[config.mk]
export PLATFORM = sky130hd
export DESIGN_NAME = multicycle_mem_responder
export DESIGN_NICKNAME = d
export VERILOG_FILES = /design/src/rtl/multicycle_mem_responder_pkg.sv /design/src/rtl/multicycle_mem_responder.sv
export SDC_FILE = /design/constraint.sdc
export NUM_CORES = 1
export LEC_CHECK = 0
export ABC_CLOCK_PERIOD_IN_PS = 2070
export CAP_MARGIN = 40
export CORE_MARGIN = 5
export CORE_UTILIZATION = 40
export DETAILED_ROUTE_END_ITERATION = 8
export PLACE_DENSITY = 0.78
export SLEW_MARGIN = 30
export SYNTH_ARGS = -nofsm -noshare
export SYNTH_HDL_FRONTEND = slang
export SYNTH_SLANG_ARGS = --single-unit
[constraint.sdc]
create_clock -name clock -period 2.07 [get_ports clock]
set_input_delay 0.3105 -clock clock [delete_from_list [all_inputs] [get_ports clock]]
set_output_delay 0.3105 -clock clock [all_outputs]
set_load 0.05 [all_outputs]
[src/rtl/multicycle_mem_responder_pkg.sv]
// Shared types and constants for the multicycle memory responder.
package multicycle_mem_responder_pkg;

  // Transaction FSM: accept -> optional wait states -> single SRAM cycle -> response.
  typedef enum logic [1:0] {
    ST_IDLE    = 2'd0,
    ST_WAIT    = 2'd1,
    ST_ACCESS  = 2'd2,
    ST_RESPOND = 2'd3
  } mc_state_e;

  // Largest wait-state count the 4-bit counter can express.
  localparam int MC_MEM_WAIT_MAX = 15;

endpackage

[src/rtl/multicycle_mem_responder.sv]
// Multicycle SRAM responder: accepts one read or write at a time, inserts
// WAIT_STATES idle cycles, performs a single SRAM cycle, then pulses a response.
// Requests that assert both read and write are answered with an error and no
// SRAM access.
// Optional feature: define MEM_RANGE_CHECK_EN to reject addresses whose bits
// above ADDR_WIDTH are non-zero (error response, no SRAM access). Without it
// the upper address bits simply alias.
module multicycle_mem_responder #(
  parameter int ADDR_WIDTH  = 16,
  parameter int WAIT_STATES = 1
) (
  input  logic                  clock,
  input  logic                  reset_n,
  input  logic                  req_read,
  input  logic                  req_write,
  input  logic [31:0]           req_addr,
  input  logic [31:0]           req_wdata,
  input  logic [3:0]            req_byte_en,
  output logic                  req_ready,
  output logic                  resp_valid,
  output logic [31:0]           resp_rdata,
  output logic                  resp_error,
  output logic [ADDR_WIDTH-3:0] sram_addr,
  output logic [31:0]           sram_wdata,
  output logic [3:0]            sram_wmask,
  output logic                  sram_re,
  output logic                  sram_we,
  input  logic [31:0]           sram_rdata
);
  import multicycle_mem_responder_pkg::*;

  // Out-of-range parameter values saturate at what the counter can hold.
  localparam int WS_EFF = (WAIT_STATES > MC_MEM_WAIT_MAX) ? MC_MEM_WAIT_MAX :
                          (WAIT_STATES < 0) ? 0 : WAIT_STATES;
  localparam logic [3:0] WAIT_INIT = (WS_EFF > 0) ? 4'(WS_EFF - 1) : 4'd0;

  mc_state_e             state_q, state_d;
  logic [3:0]            cnt_q, cnt_d;
  logic [ADDR_WIDTH-3:0] addr_q, addr_d;
  logic [31:0]           wdata_q, wdata_d;
  logic [3:0]            be_q, be_d;
  logic                  is_rd_q, is_rd_d;
  logic                  err_q, err_d;
  logic [31:0]           rdata_q, rdata_d;
  logic                  range_err;

  // Only [ADDR_WIDTH-1:2] reach the SRAM; the rest feed the optional range check.
  logic unused_addr_bits;
  assign unused_addr_bits = ^req_addr;

  // Address range check on the incoming request.
`ifdef MEM_RANGE_CHECK_EN
  assign range_err = ((req_addr >> ADDR_WIDTH) != 32'd0);
`else
  assign range_err = 1'b0;
`endif

  // State and latched request registers; reset aborts any transaction in flight.
  always_ff @(posedge clock or negedge reset_n) begin
    if (!reset_n) begin
      state_q <= ST_IDLE;
      cnt_q   <= 4'd0;
      addr_q  <= '0;
      wdata_q <= 32'd0;
      be_q    <= 4'd0;
      is_rd_q <= 1'b0;
      err_q   <= 1'b0;
      rdata_q <= 32'd0;
    end else begin
      state_q <= state_d;
      cnt_q   <= cnt_d;
      addr_q  <= addr_d;
      wdata_q <= wdata_d;
      be_q    <= be_d;
      is_rd_q <= is_rd_d;
      err_q   <= err_d;
      rdata_q <= rdata_d;
    end
  end

  // Next-state and output decode. SRAM strobes and address are forced to zero
  // outside ACCESS so reset and idle both present a quiet SRAM port.
  always_comb begin
    state_d    = state_q;
    cnt_d      = cnt_q;
    addr_d     = addr_q;
    wdata_d    = wdata_q;
    be_d       = be_q;
    is_rd_d    = is_rd_q;
    err_d      = err_q;
    rdata_d    = rdata_q;
    req_ready  = 1'b0;
    resp_valid = 1'b0;
    resp_error = 1'b0;
    resp_rdata = rdata_q;
    sram_addr  = '0;
    sram_wdata = 32'd0;
    sram_wmask = 4'd0;
    sram_re    = 1'b0;
    sram_we    = 1'b0;

    case (state_q)
      ST_IDLE: begin
        req_ready = 1'b1;
        if (req_read && req_write) begin
          // Ambiguous request: answer with an error, never touch the SRAM.
          is_rd_d = 1'b0;
          err_d   = 1'b1;
          state_d = ST_RESPOND;
        end else if (req_read || req_write) begin
          addr_d  = req_addr[ADDR_WIDTH-1:2];
          wdata_d = req_wdata;
          be_d    = req_byte_en;
          is_rd_d = req_read;
          err_d   = range_err;
          if (range_err) begin
            state_d = ST_RESPOND;
          end else if (WS_EFF > 0) begin
            cnt_d   = WAIT_INIT;
            state_d = ST_WAIT;
          end else begin
            state_d = ST_ACCESS;
          end
        end
      end

      ST_WAIT: begin
        if (cnt_q == 4'd0) begin
          state_d = ST_ACCESS;
        end else begin
          cnt_d = cnt_q - 4'd1;
        end
      end

      ST_ACCESS: begin
        sram_addr = addr_q;
        if (is_rd_q) begin
          sram_re = 1'b1;
        end else begin
          sram_we    = 1'b1;
          sram_wmask = be_q;
          sram_wdata = wdata_q;
        end
        state_d = ST_RESPOND;
      end

      ST_RESPOND: begin
        // sram_rdata is valid this cycle (one after sram_re); pass it through
        // and keep a copy so resp_rdata holds until the next response.
        resp_valid = 1'b1;
        resp_error = err_q;
        resp_rdata = (is_rd_q && !err_q) ? sram_rdata : 32'd0;
        rdata_d    = resp_rdata;
        state_d    = ST_IDLE;
      end

      default: state_d = ST_IDLE;
    endcase
  end

endmodule

Yosys cells after proc, flatten, opt, wreduce, memory -nomap -nowiden. Cells that the tools add are included. Widths: inputs -> output; s select.

Add/subtract/negate cells: 1. Multipliers: 0. Divide/modulo/power cells: 0. $lt $le $gt $ge: 0. Eq/ne operators: 8. Shift-type cells: 0. Muxes and demuxes: 26. Bitwise gates (word level): 1. Reduce and logical (&&, ||, !) cells: 12.

Operator list (number): $mux 32 (4); $mux 4 (5); $mux 14 (1); $mux 1 (11); $ne 2x2->1 const B (4); $pmux 2 s4 (1); $pmux 4 s2 (1); $mux 2 (3); $eq 2x2->1 const B (2); $logic_not 4->1 (1); $reduce_and 2->1 (2); $reduce_and 4->1 (1); $reduce_bool 2->1 (2); $sub 4x1->4 const B (1); $ne 3x3->1 const B (1); $reduce_and 3->1 (1); $eq 2x1->1 const B (1); $logic_and 1x1->1 (2); $logic_not 2->1 (1); $logic_not 1->1 (1); $logic_or 1x1->1 (1); $not 1->1 (1).

Register bits: 90. Bits in latches: 0. RAM bits: 0. ROM bits: 0. Input port bits: 104. Output and inout bits: 87. Word-level logic and storage cells: 56. Memories: 0.

Longest topological paths before layout.
Word-level depth: 4. Gate-level depth with buffers: 6. Depth with buffers taken out: 6.

Worst setup path before layout. No wires, ideal clock.

Kind: register to output. From: register state_q[0]. To: output port resp_rdata[10]. Data arrival time: 2.215 ns. Required time: 1.760 ns. Setup slack: -0.456 ns. Cell stages (with the launch flop): 4. Path buffers: 1. Cells stage by stage: dfrtp_1 -> ha_1 -> clkbuf_1 -> o21ai_0.

Cells in the longest elaborated chain, start to end: 2.

RTL lines: start, declared (line multicycle_mem_responder.sv:37) `mc_state_e state_q, state_d;`; start signal, assigned (line multicycle_mem_responder.sv:70) `state_q <= state_d;`; $eq 2x2->1 (line multicycle_mem_responder.sv:102) `case (state_q)`; $mux 32 (line multicycle_mem_responder.sv:102); end, declared (line multicycle_mem_responder.sv:21) `output logic [31:0] resp_rdata,`.

No other way between the ends.

Worst setup path after layout.
From: register state_q[1]. To: output port resp_rdata[28].

The elaborated chain is that of the path after synthesis.

==> impl_metrics.tcl <==
set metrics [dict create \
    grt_pass1_vias 3997 \
    post-route-period-util_pct 107 \
    clock-sinks 90 \
    cts_tree "done" \
    drc 0 \
    cp_slowest_cell "dfrtp_1" \
    coreArea_um2 10200 \
    fin_worst_skew_ns 0.00910 \
    final.setup.tns_ns -3.13 \
    slew_viol_final 0 \
    ys_ff_latch 90 \
    critPathArrivalTime_ns 1.90 \
    leakage_uw 0.00382 \
    yosys.area.top_type "dfrtp_1" \
    end_kind "output pin" \
    setup-violations-final 45 \
    min_path_type "input port to asynchronous set/reset pin" \
    via_count 3487 \
    rrSetupSlack_ns 0.12 \
    wl_per_cell_um 20.9 \
    dr.pass1.iters 4 \
    synthArstFlopShare_pct 100 \
    start_util_pct 40.7 \
    die_h_um 112 \
    clk_path_buf_depth 2 \
    fin_nets 684 \
    die_w_um 112 \
    max_cap_violations 0 \
    synth_area_um2 4160 \
    syn_nets 463 \
    numCtsBuffers 9 \
    io_buffer_count 172 \
    worstMarginPinSlew_ns 0.575 \
    fmax_mhz 453 \
    syn_to_final_growth_pct 98.1 \
    h-tree-depth 3 \
    fin_ws_ns -0.138 \
    wl_um 15000 \
    die_area_um2 12500 \
    r2r_cells 8 \
    synth_cell_types 28 \
    relSlewSlack_pct 61.7 \
    status "finished, violations left" \
    syn_avg_cell_area_um2 11.8 \
    synth.most_common_cell "dfrtp_1" \
    timing.hold.ws_ns 0.508 \
    rsz0062_at_grt "true" \
    r2r_end "cnt_q[3]" \
    synth_cells 353 \
    crit_required_ns 1.76 \
    pwr_density_cell_nw_per_um2 1640 \
    hold_violations 0 \
    grt_pass1_wl_um 21800 \
    grt_use_total_pct 22.2 \
    yosys_most_used_dff "dfrtp_1" \
    violations "setup timing" \
    clkLatencyLatePin_ns 0.36 \
    ir_worst_vdd_v 0.000986 \
    critical_path.max_stage_delay_ns 0.44 \
    grt_max_degree 51 \
    worstPathCellList "ha_2 -> and3b_2 -> buf_4 -> buf_16 -> nand2_2 -> o21ai_4 -> buf_12" \
    postRouteAntennaNets 0 \
    vias_per_cell 4.88 \
    yosys-top-cells-area "dfrtp_1, mux2_4, and2_1" \
    r2r-start "state_q[0]" \
    root_buffer "clkbuf_8" \
    io_pins 191 \
    first_iter_violations 184 \
    drive_gt1_share_pct 54.3 \
    synth_common_cells "dfrtp_1, and2_1, mux2_4" \
    gp_congestion 0.760 \
    post-route-min-period_ns 2.21 \
    synth_edf_count 0 \
    grt_remaining_overflow 0 \
    rows 37 \
    path_max_fanout 8 \
    yosys_warnings 0 \
    worstSetupStartpointType "register" \
    worstSetupPathType "register to output pin" \
    path_clk_slew_ns 0.09 \
    hpwl_um 8620 \
    antenna_found_initial 1 \
    synth_top_area_share_pct 54.2 \
    seq_area_frac_synth_pct 54.2 \
]
critical path: cells and delay by family, from the launching register on:
kind	cells	cell delay [ns]
compound gates	1	0.09
fa+ha+maj	1	0.21
buf+inv	3	0.46
flops	1	0.44
simple gates	2	0.34
metrics by stage:
stage / setup slack [ns] / instances / power (uW) / area [um2] / utilization, %
2_1_floorplan: -0.111 / 353 / 7290 / 4280 / -
3_3_place_gp: 0.132 / 650 / 10600 / 7060 / 69.0
3_5_place_dp: 0.109 / 650 / 10800 / 7060 / 69.0
4_1_cts: -0.0865 / 699 / 12800 / 7920 / 77.4
5_1_grt: -0.198 / 715 / 14000 / 8240 / 80.5
6_report: -0.138 / 715 / 13500 / 8240 / 80.5
worst max-delay path by stage:
| stage | startpoint | endpoint | slack, ns | cells past startpoint |
|---|---|---|---|---|
| global route | state_q[1] | resp_rdata[28] | -0.20 | 7 |
| finish | state_q[1] | resp_rdata[28] | -0.14 | 7 |
| floorplan | state_q[1] | resp_rdata[0] | -0.11 | 5 |
| global placement | req_write | be_q[2] | 0.13 | 5 |
| CTS | state_q[1] | resp_rdata[0] | -0.09 | 7 |
| detailed placement | req_write | wdata_q[2] | 0.11 | 5 |
cells in the final DEF, fill, tap and decap left out, types with 25 or more instances in the layout:
master	Yosys	routed
o21ai_4	0	25
and2_4	0	36
buf_4	0	36
inv_1	39	38
buf_12	0	94
dfrtp_1	90	90
clkdlybuf4s50_1	0	84
mux2_4	50	50
flip-flops by register name (all words and copies together), names as in the netlist:
signal	count
addr_q	14
is_rd_q	1
cnt_q	4
state_q	2
wdata_q	32
rdata_q	32
err_q	1
be_q	4
kinds of logic (layout without fill, tap and decap cells):
group / count (synthesis) / after routing / share of synthesized area (%)
adder cells (fa/ha/maj): 6 / 6 / 1.81
other: 0 / 1 / 0
AO/OA/AOI/OAI: 47 / 47 / 6.17
buffers and inverters: 57 / 282 / 6.17
flip-flops: 90 / 90 / 54.2
multiplexers: 52 / 52 / 18.6
XOR/XNOR: 1 / 1 / 0.211
AND/OR/NAND/NOR: 100 / 100 / 12.9
layer usage:
layer	track usage, %	routed length [um]	part of all wire [%]	vias to the layer above
met2	40.2	8120	54	132
li1	-	-	-	1580
met4	10.0	432	2.9	0
met3	5.16	721	4.8	26
met1	24.6	5700	38	1749
met5	0	0	0	-
final cells by class:
type / instances / area [um2]
Timing Repair Buffer: 228 / 3280
Sequential cell: 90 / 2250
Multi-Input combinational cell: 206 / 2230
Fill cell: 526 / 1990
Tap cell: 136 / 170
Inverter: 39 / 146
Clock buffer: 12 / 135
Clock inverter: 3 / 17.5
Antenna cell: 1 / 2.50
report_power, final:
group / switching, uW / total [uW] / internal (uW) / leakage [uW]
combinational: 4620 / 9400 / 4780 / 0.00262
sequential: 467 / 3030 / 2570 / 0.00112
clock: 618 / 1050 / 428 / 0.0000762
total: 5710 / 13500 / 7770 / 0.00382
repair_timing:
action,in CTS,in global routing
hold endpoints to repair,41,0
setup endpoints to repair,60,71
buffers inserted,28,12
gates cloned,5,6
hold buffers,1,0
resized for setup,101,32
pin swaps,22,4
Note: power is estimated with default switching activity, not from simulation.
